===== src/rtl/plle2_drp_sequencer.sv =====
// Reconfigures a PLLE2_ADV over DRP: holds RST, read-modify-writes one ROM word set, releases RST, waits LOCKED.
// state | meaning: IDLE wait start | HOLD rst hold | FETCH rom addr + 1-cycle latency | READ read DEN
//   WAIT_RD read DRDY | WRITE write DEN | WAIT_WR write DRDY | RELEASE drop rst | WAIT_LOCK wait for lock
module plle2_drp_sequencer #(
  parameter int N_CFG        = 2,
  parameter int N_WORDS      = 21,
  parameter int RST_HOLD     = 4,
  parameter int DRDY_TIMEOUT = 63,
  parameter int LOCK_TIMEOUT = 65535,
  localparam int SEL_W       = (N_CFG > 1) ? $clog2(N_CFG) : 1,
  localparam int ROM_AW      = $clog2(N_CFG * N_WORDS)
) (
  input  logic              CLK,
  input  logic              RSTN,
  input  logic              I_START,
  input  logic [SEL_W-1:0]  I_SEL,
  output logic              O_BUSY,
  output logic              O_DONE,
  output logic              O_ERROR,
  output logic [ROM_AW-1:0] O_ROM_ADDR,
  input  logic [38:0]       I_ROM_DATA,
  output logic [6:0]        O_DADDR,
  output logic              O_DEN,
  output logic              O_DWE,
  output logic [15:0]       O_DI,
  input  logic [15:0]       I_DO,
  input  logic              I_DRDY,
  output logic              O_PLL_RST,
  input  logic              I_LOCKED
);

  localparam int IDX_W = (N_WORDS > 1) ? $clog2(N_WORDS) : 1;
  localparam logic [15:0]      HOLD_TC  = 16'(RST_HOLD - 1);
  localparam logic [15:0]      DRDY_TC  = 16'(DRDY_TIMEOUT - 1);
  localparam logic [15:0]      LOCK_TC  = 16'(LOCK_TIMEOUT);
  localparam logic [IDX_W-1:0] LAST_IDX = IDX_W'(N_WORDS - 1);
  localparam logic [SEL_W:0]   NCFG_X   = (SEL_W + 1)'(N_CFG);
  localparam logic [SEL_W-1:0] SEL_MAX  = SEL_W'(N_CFG - 1);

  typedef enum logic [3:0] {
    S_IDLE, S_HOLD, S_FETCH, S_READ, S_WAIT_RD, S_WRITE, S_WAIT_WR, S_RELEASE, S_WAIT_LOCK
  } state_t;

  state_t            state_q, state_d;
  logic [15:0]       timer_q, timer_d;
  logic [SEL_W-1:0]  sel_q, sel_d;
  logic [IDX_W-1:0]  idx_q, idx_d;
  logic              busy_q, busy_d;
  logic              done_q, done_d;
  logic              err_q, err_d;
  logic [ROM_AW-1:0] rom_addr_q, rom_addr_d;
  logic [6:0]        daddr_q, daddr_d;
  logic              den_q, den_d;
  logic              dwe_q, dwe_d;
  logic [15:0]       di_q, di_d;
  logic [15:0]       mask_q, mask_d;
  logic [15:0]       data_q, data_d;
  logic              pll_rst_q, pll_rst_d;
  logic              lock_s1_q, lock_s1_d;
  logic              lock_s2_q, lock_s2_d;
  logic [15:0]       rmw_word;

  function automatic logic [ROM_AW-1:0] rom_addr_f(input logic [SEL_W-1:0] s,
                                                  input logic [IDX_W-1:0] i);
    rom_addr_f = ROM_AW'(32'(s) * 32'(N_WORDS) + 32'(i));
  endfunction

  // bits set in keep_mask preserve the PLL's current register contents
  assign rmw_word = (I_DO & mask_q) | (data_q & ~mask_q);

  always_comb begin
    state_d    = state_q;
    sel_d      = sel_q;
    idx_d      = idx_q;
    done_d     = 1'b0;
    err_d      = err_q;
    rom_addr_d = rom_addr_q;
    daddr_d    = daddr_q;
    den_d      = 1'b0;
    dwe_d      = 1'b0;
    di_d       = di_q;
    mask_d     = mask_q;
    data_d     = data_q;
    pll_rst_d  = pll_rst_q;
    lock_s1_d  = I_LOCKED;
    lock_s2_d  = lock_s1_q;

    case (state_q)
      S_IDLE: begin
        if (I_START) begin
          sel_d     = ({1'b0, I_SEL} >= NCFG_X) ? SEL_MAX : I_SEL;
          err_d     = 1'b0;
          idx_d     = '0;
          pll_rst_d = 1'b1;
          state_d   = S_HOLD;
        end
      end
      S_HOLD: begin
        if (timer_q == HOLD_TC) begin
          rom_addr_d = rom_addr_f(sel_q, idx_q);
          state_d    = S_FETCH;
        end
      end
      S_FETCH: begin
        if (timer_q == 16'd1) begin
          {daddr_d, mask_d, data_d} = I_ROM_DATA;
          den_d   = 1'b1;
          state_d = S_READ;
        end
      end
      S_READ: state_d = S_WAIT_RD;
      S_WAIT_RD: begin
        if (I_DRDY) begin
          di_d    = rmw_word;
          den_d   = 1'b1;
          dwe_d   = 1'b1;
          state_d = S_WRITE;
        end else if (timer_q == DRDY_TC) begin
          err_d     = 1'b1;
          pll_rst_d = 1'b0;
          state_d   = S_IDLE;
        end
      end
      S_WRITE: state_d = S_WAIT_WR;
      S_WAIT_WR: begin
        if (I_DRDY) begin
          if (idx_q == LAST_IDX) begin
            pll_rst_d = 1'b0;
            state_d   = S_RELEASE;
          end else begin
            idx_d      = idx_q + IDX_W'(1);
            rom_addr_d = rom_addr_f(sel_q, idx_q + IDX_W'(1));
            state_d    = S_FETCH;
          end
        end else if (timer_q == DRDY_TC) begin
          err_d     = 1'b1;
          pll_rst_d = 1'b0;
          state_d   = S_IDLE;
        end
      end
      S_RELEASE: state_d = S_WAIT_LOCK;
      S_WAIT_LOCK: begin
        if (lock_s2_q) begin
          done_d  = 1'b1;
          state_d = S_IDLE;
        end else if (timer_q == LOCK_TC) begin
          err_d   = 1'b1;
          state_d = S_IDLE;
        end
      end
      default: state_d = S_IDLE;
    endcase

    if (state_d != state_q)       timer_d = '0;
    else if (timer_q != 16'hFFFF) timer_d = timer_q + 16'd1;
    else                          timer_d = timer_q;

    busy_d = (state_d != S_IDLE);
  end

  always_ff @(posedge CLK or negedge RSTN) begin
    if (!RSTN) begin
      state_q    <= S_IDLE;
      timer_q    <= '0;
      sel_q      <= '0;
      idx_q      <= '0;
      busy_q     <= 1'b0;
      done_q     <= 1'b0;
      err_q      <= 1'b0;
      rom_addr_q <= '0;
      daddr_q    <= '0;
      den_q      <= 1'b0;
      dwe_q      <= 1'b0;
      di_q       <= '0;
      mask_q     <= '0;
      data_q     <= '0;
      pll_rst_q  <= 1'b0;
      lock_s1_q  <= 1'b0;
      lock_s2_q  <= 1'b0;
    end else begin
      state_q    <= state_d;
      timer_q    <= timer_d;
      sel_q      <= sel_d;
      idx_q      <= idx_d;
      busy_q     <= busy_d;
      done_q     <= done_d;
      err_q      <= err_d;
      rom_addr_q <= rom_addr_d;
      daddr_q    <= daddr_d;
      den_q      <= den_d;
      dwe_q      <= dwe_d;
      di_q       <= di_d;
      mask_q     <= mask_d;
      data_q     <= data_d;
      pll_rst_q  <= pll_rst_d;
      lock_s1_q  <= lock_s1_d;
      lock_s2_q  <= lock_s2_d;
    end
  end

  assign O_BUSY     = busy_q;
  assign O_DONE     = done_q;
  assign O_ERROR    = err_q;
  assign O_ROM_ADDR = rom_addr_q;
  assign O_DADDR    = daddr_q;
  assign O_DEN      = den_q;
  assign O_DWE      = dwe_q;
  assign O_DI       = di_q;
  assign O_PLL_RST  = pll_rst_q;

endmodule

===== config.mk =====
export PLATFORM = sky130hd
export DESIGN_NAME = plle2_drp_sequencer
export DESIGN_NICKNAME = d
export VERILOG_FILES = /design/src/rtl/plle2_drp_sequencer.sv
export SDC_FILE = /design/constraint.sdc
export NUM_CORES = 1
export LEC_CHECK = 0
export ABC_AREA = 1
export ABC_CLOCK_PERIOD_IN_PS = 6100
export CAP_MARGIN = 20
export CORE_AREA = 2 2 85 87
export CTS_BUF_LIST = sky130_fd_sc_hd__clkbuf_4 sky130_fd_sc_hd__clkbuf_8
export CTS_CLUSTER_DIAMETER = 200
export CTS_CLUSTER_SIZE = 16
export DETAILED_ROUTE_END_ITERATION = 12
export DIE_AREA = 0 0 87 89
export DONT_BUFFER_PORTS = 1
export PLACE_DENSITY = 0.85
export SYNTH_ARGS = -nofsm -noshare
export SYNTH_HDL_FRONTEND = slang
export SYNTH_SLANG_ARGS = --single-unit

===== constraint.sdc =====
create_clock -name CLK -period 6.1 [get_ports CLK]
set_clock_uncertainty 0.05 [all_clocks]
set_input_delay 1.22 -clock CLK [delete_from_list [all_inputs] [get_ports CLK]]
set_output_delay 1.22 -clock CLK [all_outputs]
set_load 0.01 [all_outputs]

# Yosys cells after proc, flatten, opt, wreduce, memory -nomap -nowiden
# Cells that the tools add are included.
# Widths: inputs -> output; s select.
dict set report totals {
  ff_bits 95
  latchBits 0
  ram_bits 0
  mem_bits_ro 0
  in_bits 61
  output_inout_bits 35
  elab_cells 104
  memories 0
}
dict set report classes {
  add_sub_neg 4
  mul 1
  div_mod_pow 0
  order_cmp 0
  n_eq_ne 25
  shifts 0
  muxes 38
  n_bitwise 4
  n_reduce_logical 15
}
# cell n
set op_table {}
lappend op_table {{$pmux 4 s9} 1}
lappend op_table {{$and 16x16->16} 2}
lappend op_table {{$mux 16} 2}
lappend op_table {{$mux 4} 8}
lappend op_table {{$mux 6} 3}
lappend op_table {{$add 16x1->16 const B} 1}
lappend op_table {{$eq 16x1->1 const B} 1}
lappend op_table {{$eq 16x16->1 const B} 1}
lappend op_table {{$eq 16x2->1 const B} 1}
lappend op_table {{$eq 16x6->1 const B} 1}
lappend op_table {{$eq 4x3->1 const B} 4}
lappend op_table {{$ne 16x16->1 const B} 1}
lappend op_table {{$ne 2x2->1 const B} 8}
lappend op_table {{$not 16->16} 1}
lappend op_table {{$or 16x16->16} 1}
lappend op_table {{$mux 1} 15}
lappend op_table {{$mux 5} 3}
lappend op_table {{$add 6x5->6} 2}
lappend op_table {{$pmux 6 s2} 1}
lappend op_table {{$reduce_and 4->1} 3}
lappend op_table {{$pmux 5 s2} 1}
lappend op_table {{$eq 4x2->1 const B} 2}
lappend op_table {{$mul 1x5->6 const B} 1}
lappend op_table {{$pmux 1 s3} 2}
lappend op_table {{16 further kinds} 21}

# Depth between registers and ports, before layout
dict set report depth {
  depth_word 6
  mapped_depth 14
  depth_no_buf 13
}

# Worst setup path after synthesis
# Ideal clock, no wire load.
dict set report synth_path {
  kind {input -> register}
  from {in I_DRDY}
  to {reg timer_q[15]}
  setup_ns 0.071
  arrival_ns 2.117
  slack_ns 3.861
  path_stages 10
  cell_sequence {nand2_1 -> inv_1 -> a21oi_2 -> nand2_1 -> nand3_1 -> nand2_1 -> nor2_2 -> nand3_4 -> buf_6 -> nor2_1}
}
dict set report synth_between {
  elab_chain_cells 4
  word_cells_on_any_way 6
  cone_classes {1 x eq/ne; 4 x mux; 1 x reduce/logical}
}
# element line
set synth_lines {}
lappend synth_lines {{start, declared} 27} ;# input logic I_DRDY,
lappend synth_lines {{$mux 4, on equally long branches} {126, 113}}
lappend synth_lines {{$pmux 4 s9 (*)} 88} ;# case (state_q)
lappend synth_lines {{$ne 4x4->1 (*)} 154} ;# if (state_d != state_q) timer_d = '0;
lappend synth_lines {{$mux 16 or $reduce_bool 2->1 (tied branches)} -}
lappend synth_lines {{end signal, assigned} 182} ;# timer_q <= timer_d;
lappend synth_lines {{end, declared} 45} ;# logic [15:0] timer_q, timer_d;
# Mark *: on every way between the ends. The rest lies on a longest branch, timed or not.
# A chain may end at the register's enable or synchronous reset.

# Final worst setup path
dict set report layout_path {
  from {reg state_q[3]}
  to {reg data_q[9]}
}
dict set report layout_between {
  elab_chain_cells 2
}
# element line
set layout_lines {}
lappend layout_lines {{start, declared} 44} ;# state_t state_q, state_d;
lappend layout_lines {{start signal, assigned} 181} ;# state_q <= state_d;
lappend layout_lines {{$eq 4x2->1} 88}
lappend layout_lines {{$reduce_and 2->1 (no source line)} -}
lappend layout_lines {{end signal, assigned} 194} ;# data_q <= data_d;
lappend layout_lines {{end, declared} 57} ;# logic [15:0] data_q, data_d;
# No other way between the ends.

==> impl_metrics.csv <==
group,metric,value,unit
pwr,max-vdd-ir-drop,0.234,mV
clock_network,cts-htree-levels,3,
synth,yosys.area_share.simple,21.9,%
worst_setup_path,crit_family,"simple AND/OR/NAND/NOR gates",
clock_network,post_cts_buffers,0,
worst_setup_path,cp.required,6.30,ns
global_route,grt_start_max_net_pins,96,
global_route,grt_overflow_total,0,
worst_setup_path,cp_slowest_stage_delay,0.75,ns
worst_setup_path,worstPathBufferInverterCount,1,
clock_network,ctsResizeCount,0,
floorplan,coreArea,0.00672,mm^2
clock_network,clkSlewWorstSetupHoldPaths,0.10,ns
timing,fmax,411,MHz
min_path,whs_path_depth,0,
worst_setup_path,critPathKind,"flop to flop",
placed_design,io_buffer_count,0,
clock_network,cts_buffer_depth,2,
route,drtAntennaViolNets,0,
synth,synth_area,0.00468,mm^2
timing,drv_slew,0,
synth,async_flop_share,100,%
pwr,powerDensity,421,mW/mm^2
timing,finalCriticalPeriod,2.43,ns
worst_setup_path,r2r-start,"state_q[3]",
floorplan,initial_core_util,69.6,%
route,drtIter0Drc,171,
final_layout,nFillCells,474,
final_layout,drive_above_1_share,19.4,%
worst_setup_path,slowest_stage,"nand3_2",
min_path,hold_path_end,"lock_s2_q",
synth,ys_seq_area_share,50.8,%
route,vias,3366,
synth,synth_fa_ha_area_share,2.68,%
route,drt_wl_total,9440,um
job,maxCapViolCount,0,
floorplan,die_h,89,um
synth,synthTopCellsByCount,"nand2_1 (102), dfrtp_1 (95), inv_1 (52)",
clock_network,numCtsBuffers,9,
synth,synth-xor-area-share,2.25,%
placed_design,place_hpwl,6800,um
route,drc,0,
synth,synth_mux_area_share,9.63,%
run_status,run_status,"finished, final reports clean",
min_path,hp-class,"flop to flop",
timing,rsz0062_at_grt,"no",
global_route,antenna_found_initial,0,
pwr,power_leakage,2.33,nW
timing,setup_viol,0,
route,first_pass_iters,5,
synth,synth_top_family_by_area,"simple AND/OR/NAND/NOR gates",
synth,synth_top_area_share,50.8,%
final_layout,fin_nets,572,
placed_design,gp_congestion,0.907,
worst_setup_path,r2r_cells,5,
worst_setup_path,crit_fanout,40,
floorplan,pin_count,96,
pwr,total_power,2.07,mW
synth,yosys_warnings,0,
clock_network,clock_latency,0.37,ns
worst_setup_path,start_kind,"flop",
synth,synth_edf_count,0,
global_route,grt_pass1_wl,15000,um
min_path,hp-start,"lock_s1_q",
synth,postSynthCellCount,500,
placed_design,place_inst,570,
synth,synth_seq_cells,95,
floorplan,row_count,30,
route,via_per_inst,5.74,
synth,yosys.area.top_type,"dfrtp_1",
route,wl_per_cell,16.1,um
clock_network,ctsHoldBuffers,0,
timing,worst_pin_slew,0.968,ns
worst_setup_path,cp.arrival,2.63,ns
floorplan,fp.dieArea,0.00774,mm^2
synth,mappedNetlistNets,571,
synth,synth_area_per_cell,9.35,um^2
final_layout,antennaDiodeCount,0,
synth,synth_cell_types,35,
final_layout,areaGrowthSynthToFinish,5.00,%
synth,synth.area.top_cells,"dfrtp_1 (51%), mux2_2 (9.6%), nand2_1 (8.2%)",
worst_setup_path,path_cells,"nor2_2 -> nand2_1 -> inv_1 -> nand3_2 -> mux2_2",
timing,slew_headroom,35.4,%
worst_setup_path,cp-end-kind,"flop",
clock_network,root_buffer,"clkbuf_8",
synth,synthFlopType,"dfrtp_1",
global_route,grt_pass1_vias,3383,
timing,fin_tns_setup,0,ns
clock_network,cts_sinks,95,
clock_network,cts_tree,"yes",
synth,synth_compound_area_share,6.90,%
worst_setup_path,rrSetupSlack,3.67,ns
timing,min_period_over_period,39.9,%
timing,hold_viol,0,
worst_setup_path,reg2reg_to,"data_q[9]",
floorplan,die_x,87,um
final_layout,finalNonFillerCells,586,
global_route,grtUsageTotal,25.2,%
synth,yosysMostFrequentCell,"nand2_1",
-- layer usage --
layer  global-route usage (%)  share of wire (%)  wire length [um]  vias up
met3                     6.46                6.9               651       16
li1                         -                  -                 -     1621
met4                     9.09                1.9               176        0
met2                     43.4                 51              4780      110
met1                     30.9                 41              3840     1619
met5                        0                  0                 0        -
-- kinds of logic (layout without fill, tap and decap cells) --
| kind of cell | after synthesis | after routing |
|---|---|---|
| and+or+nand+nor | 216 | 216 |
| DFF | 95 | 95 |
| buffers and inverters | 67 | 73 |
| AOI/OAI and AO/OA | 60 | 60 |
| muxes | 40 | 40 |
| xor gates and xnor gates | 12 | 12 |
| adders and majority gates | 10 | 10 |
-- registers in the layout, indices dropped and copies added, names as in the netlist --
name / cells
O_DI: 16
data_q: 16
mask_q: 16
timer_q: 16
O_DADDR: 7
O_ROM_ADDR: 6
idx_q: 5
state_q: 4
O_BUSY: 1
O_DEN: 1
O_DONE: 1
O_DWE: 1
O_ERROR: 1
O_PLL_RST: 1
lock_s1_q: 1
lock_s2_q: 1
sel_q: 1
-- metrics by stage --
step | hold WS, ns | worst slack [ns] | utilization, % | instance area (um^2)
global route | 0.336 | 3.48 | 73.1 | 4910
floorplan | 0.281 | 3.86 | - | 4680
finish | 0.333 | 3.67 | 73.1 | 4910
global placement | 0.284 | 3.71 | 70.3 | 4720
detailed placement | 0.299 | 3.52 | 70.3 | 4720
CTS | 0.330 | 3.68 | 73.1 | 4910
-- cells in the final DEF, fill, tap and decap left out, types with 9 or more instances in the layout --
| master | synthesis | routed |
|---|---|---|
| xor2_1 | 9 | 9 |
| nor2_1 | 40 | 40 |
| nand2_1 | 102 | 102 |
| clkbuf_8 | 0 | 10 |
| o21ai_0 | 40 | 40 |
| dfrtp_1 | 95 | 95 |
| inv_1 | 52 | 52 |
| ha_1 | 10 | 10 |
| mux2_2 | 40 | 40 |
| nor2_2 | 16 | 16 |
| nand3_1 | 28 | 27 |
-- layout make-up --
type	instances	area [um^2]	area share [%]
clock buffer	10	138	2.80
clock inverter	6	50.0	1.02
sequential	95	2380	48.4
multi-input combinational	338	2030	41.4
inverter	57	214	4.36
tap	80	100	2.04
-- power by group --
group / switching (mW) / internal, mW
combinational: 0.332 / 0.257
sequential: 0.218 / 0.859
clock: 0.236 / 0.165
total: 0.786 / 1.28
-- how the worst max path moves through the flow --
| stage | startpoint | to | slack (ns) | depth (start not counted) |
|---|---|---|---|---|
| floorplan | I_DRDY | timer_q[15] | 3.86 | 10 |
| global placement | I_DRDY | O_DI[15] | 3.71 | 5 |
| detailed placement | I_DRDY | O_DI[4] | 3.52 | 4 |
| CTS | state_q[3] | data_q[9] | 3.68 | 5 |
| global route | timer_q[1] | mask_q[0] | 3.48 | 6 |
| finish | state_q[3] | data_q[9] | 3.67 | 5 |
Power figures use the tool's default switching activity.
